$ cat src/rtl/pipe_hazard_ctrl.sv
// Pipeline hazard controller: load-use interlock, branch flush and data-memory wait/timeout.
// Optional stall-cycle counter is built only when STALL_CNT_EN is defined.
module pipe_hazard_ctrl #(
  parameter int TIMEOUT = 255
) (
  input  logic        clk,
  input  logic        rst,
  input  logic [4:0]  id_rs,
  input  logic [4:0]  id_rt,
  input  logic        id_uses_rs,
  input  logic        id_uses_rt,
  input  logic        ex_wreg,
  input  logic        ex_m2reg,
  input  logic [4:0]  ex_rdrt,
  input  logic        branch_taken,
  input  logic        mem_req,
  input  logic        mem_ack,
  output logic        pc_en,
  output logic        ifid_en,
  output logic        ifid_flush,
  output logic        idex_en,
  output logic        idex_flush,
  output logic        exmem_en,
  output logic        memwb_en,
  output logic        mem_timeout,
  output logic [31:0] stall_cycles,
  output logic [1:0]  state_dbg
);

  typedef enum logic [1:0] {
    RUN      = 2'd0,
    MEM_WAIT = 2'd1,
    ERR      = 2'd2
  } state_t;

  // The wait that brings the counter up to TIMEOUT moves straight to ERR.
  localparam logic [7:0] TIMEOUT_LAST = 8'(TIMEOUT - 1);

  state_t     state, state_nxt;
  logic [7:0] wait_cnt, wait_cnt_nxt;
  logic       lu_hazard;
  logic       mem_stall;

  always_ff @(posedge clk) begin
    if (rst) begin
      state    <= RUN;
      wait_cnt <= '0;
    end else begin
      state    <= state_nxt;
      wait_cnt <= wait_cnt_nxt;
    end
  end

  always_comb begin
    state_nxt    = state;
    wait_cnt_nxt = wait_cnt;
    case (state)
      RUN: begin
        if (mem_req && !mem_ack) begin
          state_nxt    = MEM_WAIT;
          wait_cnt_nxt = '0;
        end
      end
      MEM_WAIT: begin
        if (mem_ack) begin
          state_nxt    = RUN;
          wait_cnt_nxt = '0;
        end else if (wait_cnt == TIMEOUT_LAST) begin
          state_nxt    = ERR;
          wait_cnt_nxt = '0;
        end else begin
          wait_cnt_nxt = wait_cnt + 8'd1;
        end
      end
      ERR:     state_nxt = ERR;
      default: state_nxt = RUN;
    endcase
  end

  assign lu_hazard = ex_wreg && ex_m2reg && (ex_rdrt != 5'd0) &&
                     ((id_uses_rs && (id_rs == ex_rdrt)) ||
                      (id_uses_rt && (id_rt == ex_rdrt)));

  assign mem_stall = ((state == RUN) && mem_req && !mem_ack) ||
                     ((state == MEM_WAIT) && !mem_ack) ||
                     (state == ERR);

  // A load-use stall holds ID, so a coincident branch re-resolves next cycle
  // and must not flush the held instruction.
  always_comb begin
    pc_en      = 1'b1;
    ifid_en    = 1'b1;
    idex_en    = 1'b1;
    exmem_en   = 1'b1;
    memwb_en   = 1'b1;
    ifid_flush = 1'b0;
    idex_flush = 1'b0;
    if (rst) begin
      pc_en      = 1'b0;
      ifid_en    = 1'b0;
      idex_en    = 1'b0;
      exmem_en   = 1'b0;
      memwb_en   = 1'b0;
      ifid_flush = 1'b1;
      idex_flush = 1'b1;
    end else if (mem_stall) begin
      pc_en    = 1'b0;
      ifid_en  = 1'b0;
      idex_en  = 1'b0;
      exmem_en = 1'b0;
      memwb_en = 1'b0;
    end else if (lu_hazard) begin
      pc_en      = 1'b0;
      ifid_en    = 1'b0;
      idex_flush = 1'b1;
    end else if (branch_taken) begin
      ifid_flush = 1'b1;
    end
  end

  assign mem_timeout = (state == ERR) && !rst;
  assign state_dbg   = state;

`ifdef STALL_CNT_EN
  logic [31:0] stall_cnt;

  always_ff @(posedge clk) begin
    if (rst) begin
      stall_cnt <= '0;
    end else if (!pc_en && (stall_cnt != 32'hFFFF_FFFF)) begin
      stall_cnt <= stall_cnt + 32'd1;
    end
  end

  assign stall_cycles = stall_cnt;
`else
  assign stall_cycles = '0;
`endif

endmodule
$ cat config.mk
export PLATFORM = sky130hd
export DESIGN_NAME = pipe_hazard_ctrl
export DESIGN_NICKNAME = d
export VERILOG_FILES = /design/src/rtl/pipe_hazard_ctrl.sv
export SDC_FILE = /design/constraint.sdc
export NUM_CORES = 1
export LEC_CHECK = 0
export CAP_MARGIN = 20
export CORE_MARGIN = 4
export CORE_UTILIZATION = 38
export CTS_CLUSTER_SIZE = 14
export DETAILED_ROUTE_END_ITERATION = 10
export PLACE_DENSITY_LB_ADDON = 0.2
export SYNTH_ARGS = -nofsm -noshare
export SYNTH_HDL_FRONTEND = slang
export SYNTH_SLANG_ARGS = --single-unit
export TNS_END_PERCENT = 5
$ cat constraint.sdc
create_clock -name clk -period 3.7 [get_ports clk]
set_input_delay 0.74 -clock clk [delete_from_list [all_inputs] [get_ports clk]]
set_output_delay 0.74 -clock clk [all_outputs]
set_load 0.02 [all_outputs]
Yosys cells after proc, flatten, opt, wreduce, memory -nomap -nowiden
Index checks and enable logic that the tools add are counted.

storage, ports and cells
  bits in registers = 10
  input port bits = 24
  output and inout bits = 42

operators by class
  add/subtract/negate cells = 1
  equal/unequal tests = 7
  mux-type cells = 20
  reductions and logical operators = 20

operator list
  cell                                                  count
  two-way mux 8 bit                                     3
  case mux 8 bit (2 select lines)                       1
  two-way mux 1 bit                                     12
  equality test 5 bit                                   2
  logical AND 1 bit                                     10
  adder 8 x 1 -> 8 bit (second input constant)          1
  equality test 8 bit (second input constant)           1
  two-way mux 2 bit                                     3
  case mux 2 bit (3 select lines)                       1
  nonzero test 5 bit                                    1
  AND reduction 2 bit                                   2
  logical OR 1 bit                                      3
  != test 3 bit (second input constant)                 1
  equality test 2 x 1 -> 1 bit (second input constant)  1
  equality test 2 bit (second input constant)           1
  logical NOT 1 bit                                     2
  logical NOT 2 bit                                     1
  != test 2 bit (second input constant)                 1
  nonzero test 2 bit                                    1

Longest topological paths before layout
  depth in word-level cells = 7
  depth in mapped cells = 6
  gate-level depth less buffers = 6

Worst setup path after synthesis
No wires, ideal clock.

  kind = input to output
  start = input port ex_rdrt[0]
  end = output port pc_en
  data arrival time = 2.244 ns
  slack = 0.716 ns
  cell stages on the path = 4
  cells stage by stage = or3_1 o311a_1 a21boi_0 buf_4

on the way
  cells in the longest elaborated chain, start to end = 7
  elaborated cells on any way between the ends = 11

RTL lines
  what                                           line    RTL
  from (decl)                                    14      input logic [4:0] ex_rdrt,
  equality test 5 bit, on equally long branches  81, 82
  logical AND 1 bit, on equally long branches    81, 82
  logical OR 1 bit                               81      ((id_uses_rs && (id_rs == ex_rdrt)) ||
  logical AND 1 bit (*)                          80      assign lu_hazard = ex_wreg && ex_m2reg && (ex_rdrt != 5'd0) &&
  two-way mux 1 bit (*) (3 in series)            --
  to (decl)                                      18      output logic pc_en,

Mark *: on every way between the ends. The rest lies on a longest branch, timed or not.

Worst setup path in the final report
  start = input port ex_rdrt[0]
  end = output port pc_en

on the way
  cells in the longest elaborated chain, start to end = 7
  elaborated cells on any way between the ends = 11

RTL lines
  what                                           line    RTL
  equality test 5 bit, on equally long branches  81, 82
  logical AND 1 bit, on equally long branches    81, 82
  logical OR 1 bit                               81
  logical AND 1 bit (*)                          80
  two-way mux 1 bit (*)                          112     end else if (lu_hazard) begin
  two-way mux 1 bit (*)                          106     end else if (mem_stall) begin
  two-way mux 1 bit (*)                          98      if (rst) begin

Marked as above.

==> flow_metrics.env <==
export IMPL_dr_pass1_iters=4
export IMPL_grt_pass1_wl_mm=3.07
export IMPL_r2r_cells=5
export IMPL_final_cells=183
export IMPL_htreeDepth=1
export IMPL_r2r_start="wait_cnt[0]"
export IMPL_postLayoutCoreUtil_pct=49.9
export IMPL_worstMarginPinSlew_ns=0.528
export IMPL_path_buf_inv=2
export IMPL_wl_per_cell_um=11.1
export IMPL_grt_overflow=0
export IMPL_async_flop_share_pct=0
export IMPL_p_per_area_nw_per_um2=274
export IMPL_end_kind="primary output"
export IMPL_required_ns=2.96
export IMPL_power_leakage_nw=0.469
export IMPL_yosysTopAreaCell="buf_4"
export IMPL_grt_usage_pct=11.4
export IMPL_synth_edf_count=0
export IMPL_drv_slew=0
export IMPL_worst_path_max_fanout=3
export IMPL_cp_top_family="buffers and inverters"
export IMPL_crit_type="primary input to primary output"
export IMPL_clk_pin_slew_ns=0.07
export IMPL_grt_pass1_vias=743
export IMPL_drive_gt1_share_pct=7.84
export IMPL_antenna_found_initial=0
export IMPL_drt_wl_total_mm=2.03
export IMPL_final_cell_mix="clkdlybuf4s50_1, conb_1, xnor2_1"
export IMPL_dp_hpwl_mm=1.73
export IMPL_relSlewSlack_pct=63.9
export IMPL_gp_congestion=0.800
export IMPL_synth_area_um2=991
export IMPL_clock_sinks=10
export IMPL_post_route_period_util_pct=96.5
export IMPL_cts_setup_buffers=0
export IMPL_rsz0062_at_grt="no"
export IMPL_die_area_um2=3490
export IMPL_period_needed_ns=3.57
export IMPL_fp_dieH_um=59.1
export IMPL_syn_area_per_cell_um2=8.19
export IMPL_avgViaCountPerCell=4.52
export IMPL_setup_violations=0
export IMPL_crit_slowest_cell="clkdlybuf4s50_1"
export IMPL_synth_main_ff_cell="dfxtp_1"
export IMPL_critPathLaunchType="primary input"
export IMPL_io_buffers=33
export IMPL_routed_via_count=827
export IMPL_yosysTopAreaCellShare_pct=26.5
export IMPL_hp_class="register to register"
export IMPL_ios=66
export IMPL_status="finished, final reports clean"
export IMPL_drcViolationCount=0
export IMPL_cp_num_cells=5
export IMPL_skew_ns=0.00670
export IMPL_synth_cells=121
export IMPL_clock_latency_ns=0.27
export IMPL_num_rows=18
export IMPL_clk_path_buf_depth=2
export IMPL_num_antenna_cells=0
export IMPL_cts_made_buffers=3
export IMPL_crit_path_start="ex_rdrt[0]"
export IMPL_dpl_worst_slack_ns=0.141
export IMPL_grt_start_max_net_pins=12
export IMPL_tns_ns=0
export IMPL_ys_seq_elements=10
export IMPL_num_nets_final=180
export IMPL_holdWs_ns=0.505
export IMPL_synth_warning_count=0
export IMPL_cts_resized=0
export IMPL_start_util_pct=40.0
export IMPL_ys_types=31
export IMPL_worstPathCellList="clkdlybuf4s50_1, or3_1, o311a_1, a21boi_0, clkdlybuf4s50_1"
export IMPL_timing_rr_end="wait_cnt[6]"
export IMPL_cts_root_buf="clkbuf_4"
export IMPL_antenna_left=0
export IMPL_timing_reg2reg_setup_slack_ns=2.12
export IMPL_synthTopCellsByArea="buf_4, dfxtp_1, xnor2_1"
export IMPL_seq_area_frac_synth_pct=20.2
export IMPL_core_area_um2=2480
export IMPL_cts_tree="yes"
export IMPL_max_freq_mhz=280
export IMPL_crit_end="pc_en"
export IMPL_final_common_cell="clkdlybuf4s50_1"
export IMPL_first_iter_violations=38
export IMPL_ctsHoldBuffers=0
export IMPL_cap_violations=0
export IMPL_syn_to_final_growth_pct=24.9
export IMPL_cpMostUsedCell="clkdlybuf4s50_1"
export IMPL_slowest_delay_ns=0.66
export IMPL_vdd_drop_max_v=0.000164
export IMPL_place_inst=179
export IMPL_arrival_ns=2.83
export IMPL_finalHoldViolations=0
export IMPL_layout_setup_ws_ns=0.128
export IMPL_dieWidth_um=59.1
-- worst register-to-register path, cell delays in order (launching register included) --
cell,delay (ns)
dfxtp_1,0.42
ha_1,0.20
nand3_1,0.10
a2111oi_0,0.53
xnor2_1,0.18
nor2_1,0.05
-- synth_stat cells (all sizes together) (2+ instances only) --
cell     instances
a21oi            4
a2111oi          2
ha               2
a211oi           4
a21o             2
nand2b           2
inv              4
dfxtp           10
or3              2
nand4            4
nor2            10
nand2            5
nand3            5
xnor2           16
buf             36
-- stage by stage --
step	power, mW	instance area, µm²
3_3_place_gp	0.239	1200
5_1_grt	0.358	1240
6_report	0.339	1240
3_5_place_dp	0.241	1200
2_1_floorplan	0.221	1110
4_1_cts	0.345	1240
-- report_power, final --
| part | internal (mW) | total [mW] | switching [mW] | leakage, nW |
|---|---|---|---|---|
| combinational | 0.0541 | 0.123 | 0.0687 | 0.367 |
| clock | 0.0597 | 0.100 | 0.0404 | 0.0210 |
| sequential | 0.111 | 0.116 | 0.00482 | 0.0810 |
-- metal layers --
layer	track usage, %	up-vias	routed length (µm)
met4	4.85	0	21
met1	11.4	380	752
met3	4.79	4	210
li1	-	406	-
met5	0	-	0
met2	20.3	37	1040
-- sequential cells by signal (all words and copies together), names as in the netlist --
signal     count
state_dbg      2
wait_cnt       8
-- cell families (layout without fill, tap and decap cells) --
| family | Yosys count | in the layout | synth area share, % |
|---|---|---|---|
| DFF | 10 | 10 | 20.2 |
| adders and majority gates | 2 | 2 | 2.52 |
| AOI/OAI and AO/OA | 20 | 20 | 17.0 |
| and+or+nand+nor | 32 | 32 | 16.5 |
| buffers and inverters | 40 | 41 | 29.2 |
| other | 1 | 32 | 0.378 |
| xor gates and xnor gates | 16 | 16 | 14.1 |
-- how the worst min path moves through the flow --
stage | startpoint | end | slack [ns] | depth (start not counted)
after floorplan | wait_cnt[7] | wait_cnt[7] | 0.46 | 2
after global placement | wait_cnt[7] | wait_cnt[7] | 0.49 | 2
after detailed placement | wait_cnt[7] | wait_cnt[7] | 0.49 | 2
after CTS | wait_cnt[7] | wait_cnt[7] | 0.50 | 2
after global routing | wait_cnt[7] | wait_cnt[7] | 0.52 | 2
final | wait_cnt[7] | wait_cnt[7] | 0.50 | 2
-- cell type report --
type,count,area (µm²)
Clock buffer,4,36.3
Tap cell,30,37.5
Inverter,4,15.0
Fill cell,258,1240
Timing Repair Buffer,33,330
Sequential cell,10,200
Multi-Input combinational cell,102,618
Power figures use the tool's default switching activity.
